**config.mk**
```make
export PLATFORM = sky130hd
export DESIGN_NAME = program_counter_stack
export DESIGN_NICKNAME = d
export VERILOG_FILES = /design/src/rtl/pc_pkg.sv /design/src/rtl/ret_stack.sv /design/src/rtl/program_counter_stack.sv
export SDC_FILE = /design/constraint.sdc
export NUM_CORES = 1
export LEC_CHECK = 0
export CORE_AREA = 4 4 101 74
export CTS_BUF_LIST = sky130_fd_sc_hd__clkbuf_4
export CTS_CLUSTER_DIAMETER = 150
export DETAILED_ROUTE_END_ITERATION = 6
export DIE_AREA = 0 0 105 78
export PLACE_DENSITY = 0.85
export SLEW_MARGIN = 20
export SYNTH_ARGS = -nofsm -noshare
export SYNTH_HDL_FRONTEND = slang
export SYNTH_SLANG_ARGS = --single-unit
```
**constraint.sdc**
```tcl
create_clock -name clk -period 5 [get_ports clk]
set_input_delay 0.75 -clock clk [delete_from_list [all_inputs] [get_ports clk]]
set_output_delay 0.75 -clock clk [all_outputs]
set_load 0.02 [all_outputs]
```
**src/rtl/pc_pkg.sv**
```systemverilog
// Shared types and helpers for the program counter with return-address stack:
// command encoding, strobe-priority decode and a constant-width log2 helper.
package pc_pkg;

    typedef enum logic [2:0] {
        CMD_HOLD,
        CMD_INC,
        CMD_BRANCH,
        CMD_LOAD,
        CMD_CALL,
        CMD_RET,
        CMD_ILLEGAL
    } pc_cmd_e;

    // Ceiling log2, used to size the stack pointer (clog2(DEPTH+1) bits hold 0..DEPTH).
    function automatic int clog2(input int n);
        int r;
        r = 0;
        for (int i = 0; i < 31; i++) begin
            if ((1 << i) < n) r = i + 1;
        end
        return r;
    endfunction

    // Highest-priority strobe wins; call together with ret is the one illegal combination.
    function automatic pc_cmd_e decode_cmd(input logic call, input logic ret, input logic load,
                                           input logic branch, input logic inc);
        pc_cmd_e cmd;
        if (call && ret)  cmd = CMD_ILLEGAL;
        else if (ret)     cmd = CMD_RET;
        else if (call)    cmd = CMD_CALL;
        else if (load)    cmd = CMD_LOAD;
        else if (branch)  cmd = CMD_BRANCH;
        else if (inc)     cmd = CMD_INC;
        else              cmd = CMD_HOLD;
        return cmd;
    endfunction

endpackage

```
**src/rtl/ret_stack.sv**
```systemverilog
// Return-address LIFO: push/pop one entry per cycle, occupancy count and full/empty flags.
// The caller guarantees no push when full and no pop when empty.
module ret_stack
    import pc_pkg::*;
#(
    parameter int W     = 8,
    parameter int DEPTH = 4
) (
    input  logic                         clk,
    input  logic                         reset,
    input  logic                         push,
    input  logic                         pop,
    input  logic [W-1:0]                 push_data,
    output logic [W-1:0]                 top_data,
    output logic [clog2(DEPTH+1)-1:0]    sp,
    output logic                         full,
    output logic                         empty
);
    localparam int SP_W = clog2(DEPTH + 1);

    // Sized to the full sp range so sp indexes it directly; entries at or above DEPTH are never written.
    logic [W-1:0]    mem_q [2**SP_W];
    logic [W-1:0]    mem_d [2**SP_W];
    logic [SP_W-1:0] sp_q;
    logic [SP_W-1:0] sp_d;
    logic [SP_W-1:0] top_idx;

    always_comb begin
        mem_d = mem_q;
        sp_d  = sp_q;
        if (push) begin
            mem_d[sp_q] = push_data;
            sp_d        = sp_q + SP_W'(1);
        end else if (pop) begin
            sp_d = sp_q - SP_W'(1);
        end
    end

    always_ff @(posedge clk) begin
        if (reset) sp_q <= '0;
        else       sp_q <= sp_d;
    end

    // Contents need no reset: an empty stack is never read.
    always_ff @(posedge clk) begin
        mem_q <= mem_d;
    end

    assign top_idx  = sp_q - SP_W'(1);
    assign top_data = mem_q[top_idx];
    assign sp       = sp_q;
    assign full     = (sp_q == SP_W'(DEPTH));
    assign empty    = (sp_q == '0);

endmodule

```
**src/rtl/program_counter_stack.sv**
```systemverilog
// Parametrised program counter: load, increment, PC-relative branch and call/return
// through a hardware LIFO, with a sticky error flag for stack misuse.
module program_counter_stack
    import pc_pkg::*;
#(
    parameter int               PC_W        = 8,
    parameter int               STACK_DEPTH = 4,
    parameter logic [PC_W-1:0]  RESET_VEC   = '0
) (
    input  logic                              clk,
    input  logic                              reset,
    input  logic                              pc_load,
    input  logic                              pc_inc,
    input  logic                              pc_branch,
    input  logic                              call,
    input  logic                              ret,
    input  logic [PC_W-1:0]                   load_in,
    input  logic [PC_W-1:0]                   branch_off,
    output logic [PC_W-1:0]                   pc,
    output logic [clog2(STACK_DEPTH+1)-1:0]   sp,
    output logic                              stack_full,
    output logic                              stack_empty,
    output logic                              stack_err
);
    localparam int SP_W = clog2(STACK_DEPTH + 1);

    pc_cmd_e         cmd;
    logic [PC_W-1:0] pc_q, pc_d;
    logic            err_q, err_d;
    logic            push, pop;
    logic [PC_W-1:0] top_data;
    logic [SP_W-1:0] sp_w;
    logic            full_w, empty_w;

    assign cmd = decode_cmd(call, ret, pc_load, pc_branch, pc_inc);

    // Branch offset is two's complement; modular addition at PC_W bits covers both directions.
    always_comb begin
        pc_d  = pc_q;
        err_d = err_q;
        push  = 1'b0;
        pop   = 1'b0;
        unique case (cmd)
            CMD_INC:     pc_d = pc_q + PC_W'(1);
            CMD_BRANCH:  pc_d = pc_q + branch_off;
            CMD_LOAD:    pc_d = load_in;
            CMD_CALL: begin
                if (full_w) begin
                    err_d = 1'b1;
                end else begin
                    push = 1'b1;
                    pc_d = load_in;
                end
            end
            CMD_RET: begin
                if (empty_w) begin
                    err_d = 1'b1;
                end else begin
                    pop  = 1'b1;
                    pc_d = top_data;
                end
            end
            CMD_ILLEGAL: err_d = 1'b1;
            default:     pc_d = pc_q;
        endcase
    end

    always_ff @(posedge clk) begin
        if (reset) begin
            pc_q  <= RESET_VEC;
            err_q <= 1'b0;
        end else begin
            pc_q  <= pc_d;
            err_q <= err_d;
        end
    end

    // Reset also holds off push/pop inside the stack, so an interrupted call records nothing.
    ret_stack #(
        .W     (PC_W),
        .DEPTH (STACK_DEPTH)
    ) u_ret_stack (
        .clk       (clk),
        .reset     (reset),
        .push      (push),
        .pop       (pop),
        .push_data (pc_q + PC_W'(1)),
        .top_data  (top_data),
        .sp        (sp_w),
        .full      (full_w),
        .empty     (empty_w)
    );

    assign pc          = pc_q;
    assign sp          = sp_w;
    assign stack_full  = full_w;
    assign stack_empty = empty_w;
    assign stack_err   = err_q;

endmodule

```
==> impl_metrics.csv <==
group,metric,value,unit
synth,mappedNetlistNets,302,
global_routing,grt_start_max_net_pins,26,
power,p_leak,1.56,nW
sta,setup_viol,0,
clock_tree,cts_sinks,76,
placed_design,io_buffer_count,36,
synth,mappedNetlistArea,3820,µm²
placed_design,place_area,4240,µm²
route,post-route-drc-count,0,
clock_tree,clock_path_buffers,2,
clock_tree,clkTransAtPathRegs,0.13,ns
clock_tree,cts_htree_levels,3,
setup_path,critPathMaxFanout,25,
route,postRouteAntennaNets,0,
global_routing,grt_pass1_vias,2416,
cells_and_area,n_antenna_cell,0,
setup_path,startpoint,"u_ret_stack.sp[0]",
route,wl_met3,730,µm
route,drt_wl_total,8450,µm
global_routing,grt_remaining_overflow,0,
sta,final_max_slew_viol_count,0,
setup_path,path_cells,"buf_4 -> inv_1 -> ha_1 -> nor2b_1 -> clkdlybuf4s50_1",
placed_design,hpwl,5980,µm
synth,ys_types,51,
synth,yosys_warnings,0,
synth,synth-edff-count,64,
route,wl_met2,3760,µm
power,peakVddDrop,0.258,mV
sta,rsz0062_at_grt,"no",
setup_path,critPathRequiredTime,4.25,ns
job,drv_cap,0,
route,wl_met1,3860,µm
floorplanning,start_util,58.2,%
setup_path,crit_slowest_cell,"clkdlybuf4s50_1",
cells_and_area,n_fill_cell,443,
synth,syn_avg_cell_area,14.3,µm²
cells_and_area,final_nets,341,
setup_path,r2r-start,"u_ret_stack.sp[0]",
clock_tree,cts_resized,0,
setup_path,endpoint,"stack_empty",
sta,finalCriticalPeriod,3.15,ns
sta,setup_ws,1.85,ns
status,run_status,"completed",
route,drt_iter0_drc,251,
floorplanning,die_w,105,µm
sta,fin_setup_tns,0,ns
floorplanning,rows,25,
clock_tree,cts_made_buffers,9,
setup_path,critPathArrivalTime,2.40,ns
global_routing,antenna_found_initial,0,
clock_tree,ctsHoldBuffers,0,
sta,worst_slew_pin_slew,0.821,ns
placed_design,place_congestion,0.901,
cells_and_area,final_cell_area,4450,µm²
floorplanning,core_area,6570,µm²
route,route.detailed.wl_per_inst,21.5,µm
synth,synth.top_cell.area_share,50.3,%
synth,async_flop_share,0,%
floorplanning,ios,37,
cells_and_area,synthToLayoutAreaGrowth,16.5,%
sta,hold_viol_final,0,
power,p_per_area,382,nW/µm²
clock_tree,cts_root_buf,"clkbuf_4",
sta,min_period_over_period,63.1,%
floorplanning,die-area,8190,µm²
clock_tree,cts_tree,"done",
setup_path,ff2ff_setup_slack,1.94,ns
setup_path,critical_path_class,"flip-flop to output pin",
floorplanning,die_y,78,µm
placed_design,dp_slack,1.44,ns
route,vias_per_cell,6.53,
setup_path,setup.worst_path.start_class,"flip-flop",
cells_and_area,drive_gt1_share,12.5,%
sta,finClkSkew,0.0202,ns
route,vias,2559,
route,drt-pass1-iter-count,5,
hold_path,min_path_type,"flip-flop to flip-flop",
clock_tree,cts_setup_buffers,0,
synth,synth-main-ff-cell,"edfxtp_1",
clock_tree,clock_latency,0.42,ns
setup_path,end_kind,"output pin",
setup_path,reg2regPathDepth,8,
global_routing,grt_util_all_layers,21.5,%
synth,ys_seq_area_share,56.6,%
synth,synth-seq-cells,76,
route,top_layer,"met4",
sta,fmax,317,MHz
global_routing,grt_pass1_wl,13400,µm
sta,relSlewSlack,44.9,%
synth,netlist_instances,267,
power,finalPower,0.00170,W
setup_path,r2r-end,"pc[0]",
setup_path,slowest_delay,0.57,ns
synth,synthTopCellsByArea,"edfxtp_1 50%, dfxtp_1 6.3%, mux4_1 5.5%, mux4_2 4.7%, ha_1 3.6%",
synth,yosysTopAreaCell,"edfxtp_1",
[state kept, by name, summed over array words and instances (netlist names)]
signal	count
u_ret_stack.mem_q	64
u_ret_stack.sp	3
pc	8
stack_err	1
[metal layers]
metal | vias to the layer above | GRT usage (%)
met5 | - | 0
met4 | 0 | 6.42
met3 | 11 | 4.66
met2 | 131 | 29.6
met1 | 1262 | 33.9
li1 | 1155 | -
[power breakdown]
part | switching [W] | leakage [nW] | internal (W)
combinational | 0.000253 | 0.777 | 0.000205
clock | 0.000217 | 0.100 | 0.000256
sequential | 0.0000316 | 0.684 | 0.000736
[synth_stat cells (2+ instances only)]
cell type	count
nand3_1	5
inv_1	6
nor2b_1	5
a31oi_1	2
a221oi_1	4
a21oi_1	8
xnor2_1	8
mux4_1	8
and2_1	2
nand2_1	8
dfxtp_1	12
clkbuf_1	3
a211oi_1	4
edfxtp_1	64
nor4_1	4
mux2i_1	8
mux2_2	2
buf_2	5
ha_1	11
mux4_2	8
o22ai_1	2
nand2b_1	3
buf_4	2
nor2_1	19
xor2_1	4
a21o_1	6
o21a_1	5
and3_1	4
a32o_1	3
nor3_1	9
o21ai_0	11
o221ai_1	3
[through the flow]
stage          cells  hold WS [ns]  util, %
3_3_place_gp     376         0.460     64.5
6_report         392         0.507     67.8
3_5_place_dp     376         0.486     64.5
4_1_cts          392         0.518     67.4
2_1_floorplan    267         0.584        -
5_1_grt          392         0.545     67.8
[cell type report]
type / instances / area [µm²] / area share (%)
flip-flops and latches: 76 / 2160 / 48.6
multi-input cells: 173 / 1580 / 35.6
repair buffers: 40 / 390 / 8.77
clock inverters: 7 / 125 / 2.81
well taps: 81 / 101 / 2.28
clock buffers: 9 / 67.6 / 1.52
inverters: 6 / 22.5 / 0.506
[worst max-delay path: cells and delay by family (launching register included)]
kind | cells | cell delay (ns)
buffers and inverters | 3 | 1.12
and+or+nand+nor | 1 | 0.17
adders and majority gates | 1 | 0.35
DFF | 1 | 0.33
[how the worst min path moves through the flow]
stage / from / to / slack (ns) / cells past startpoint
after detailed placement: stack_err / stack_err / 0.49 / 2
final: stack_err / stack_err / 0.51 / 2
after global routing: stack_err / stack_err / 0.54 / 2
after CTS: stack_err / stack_err / 0.52 / 2
after global placement: stack_err / stack_err / 0.46 / 2
after floorplan: stack_err / stack_err / 0.58 / 2
[placed cells by master (no fill, tap or decap), drive strengths merged, types with 3 or more instances in the layout]
cell type      synthesis  final
xor2                   5      5
nor4                   5      5
a21o                   6      6
clkbuf                 3      9
ha                    11     11
nand2                  8      8
edfxtp                64     64
clkdlybuf4s50          0     36
dfxtp                 12     12
bufinv                 0      3
a221oi                 5      5
o21a                   5      5
inv                    6      6
o21ai                 11     11
buf                    9      4
mux4                  16     16
nand2b                 3      3
nor2b                  5      5
a32o                   3      3
clkinv                 0      4
a211oi                 4      4
nor3                   9      9
o221ai                 3      3
a21oi                  8      8
xnor2                  8      8
and3                   4      4
nand3                  5      5
mux2i                  8      8
nor2                  19     19
[cells by family (layout without fill, tap and decap cells)]
kind of cell,after synthesis,count (layout),synth area share (%)
muxes,26,26,12.9
DFF,76,76,56.6
and+or+nand+nor,65,65,8.81
buffers and inverters,18,62,2.75
xor gates and xnor gates,13,13,3.47
adders and majority gates,12,12,4.13
AOI/OAI and AO/OA,57,57,11.3
Power figures use the tool's default switching activity.
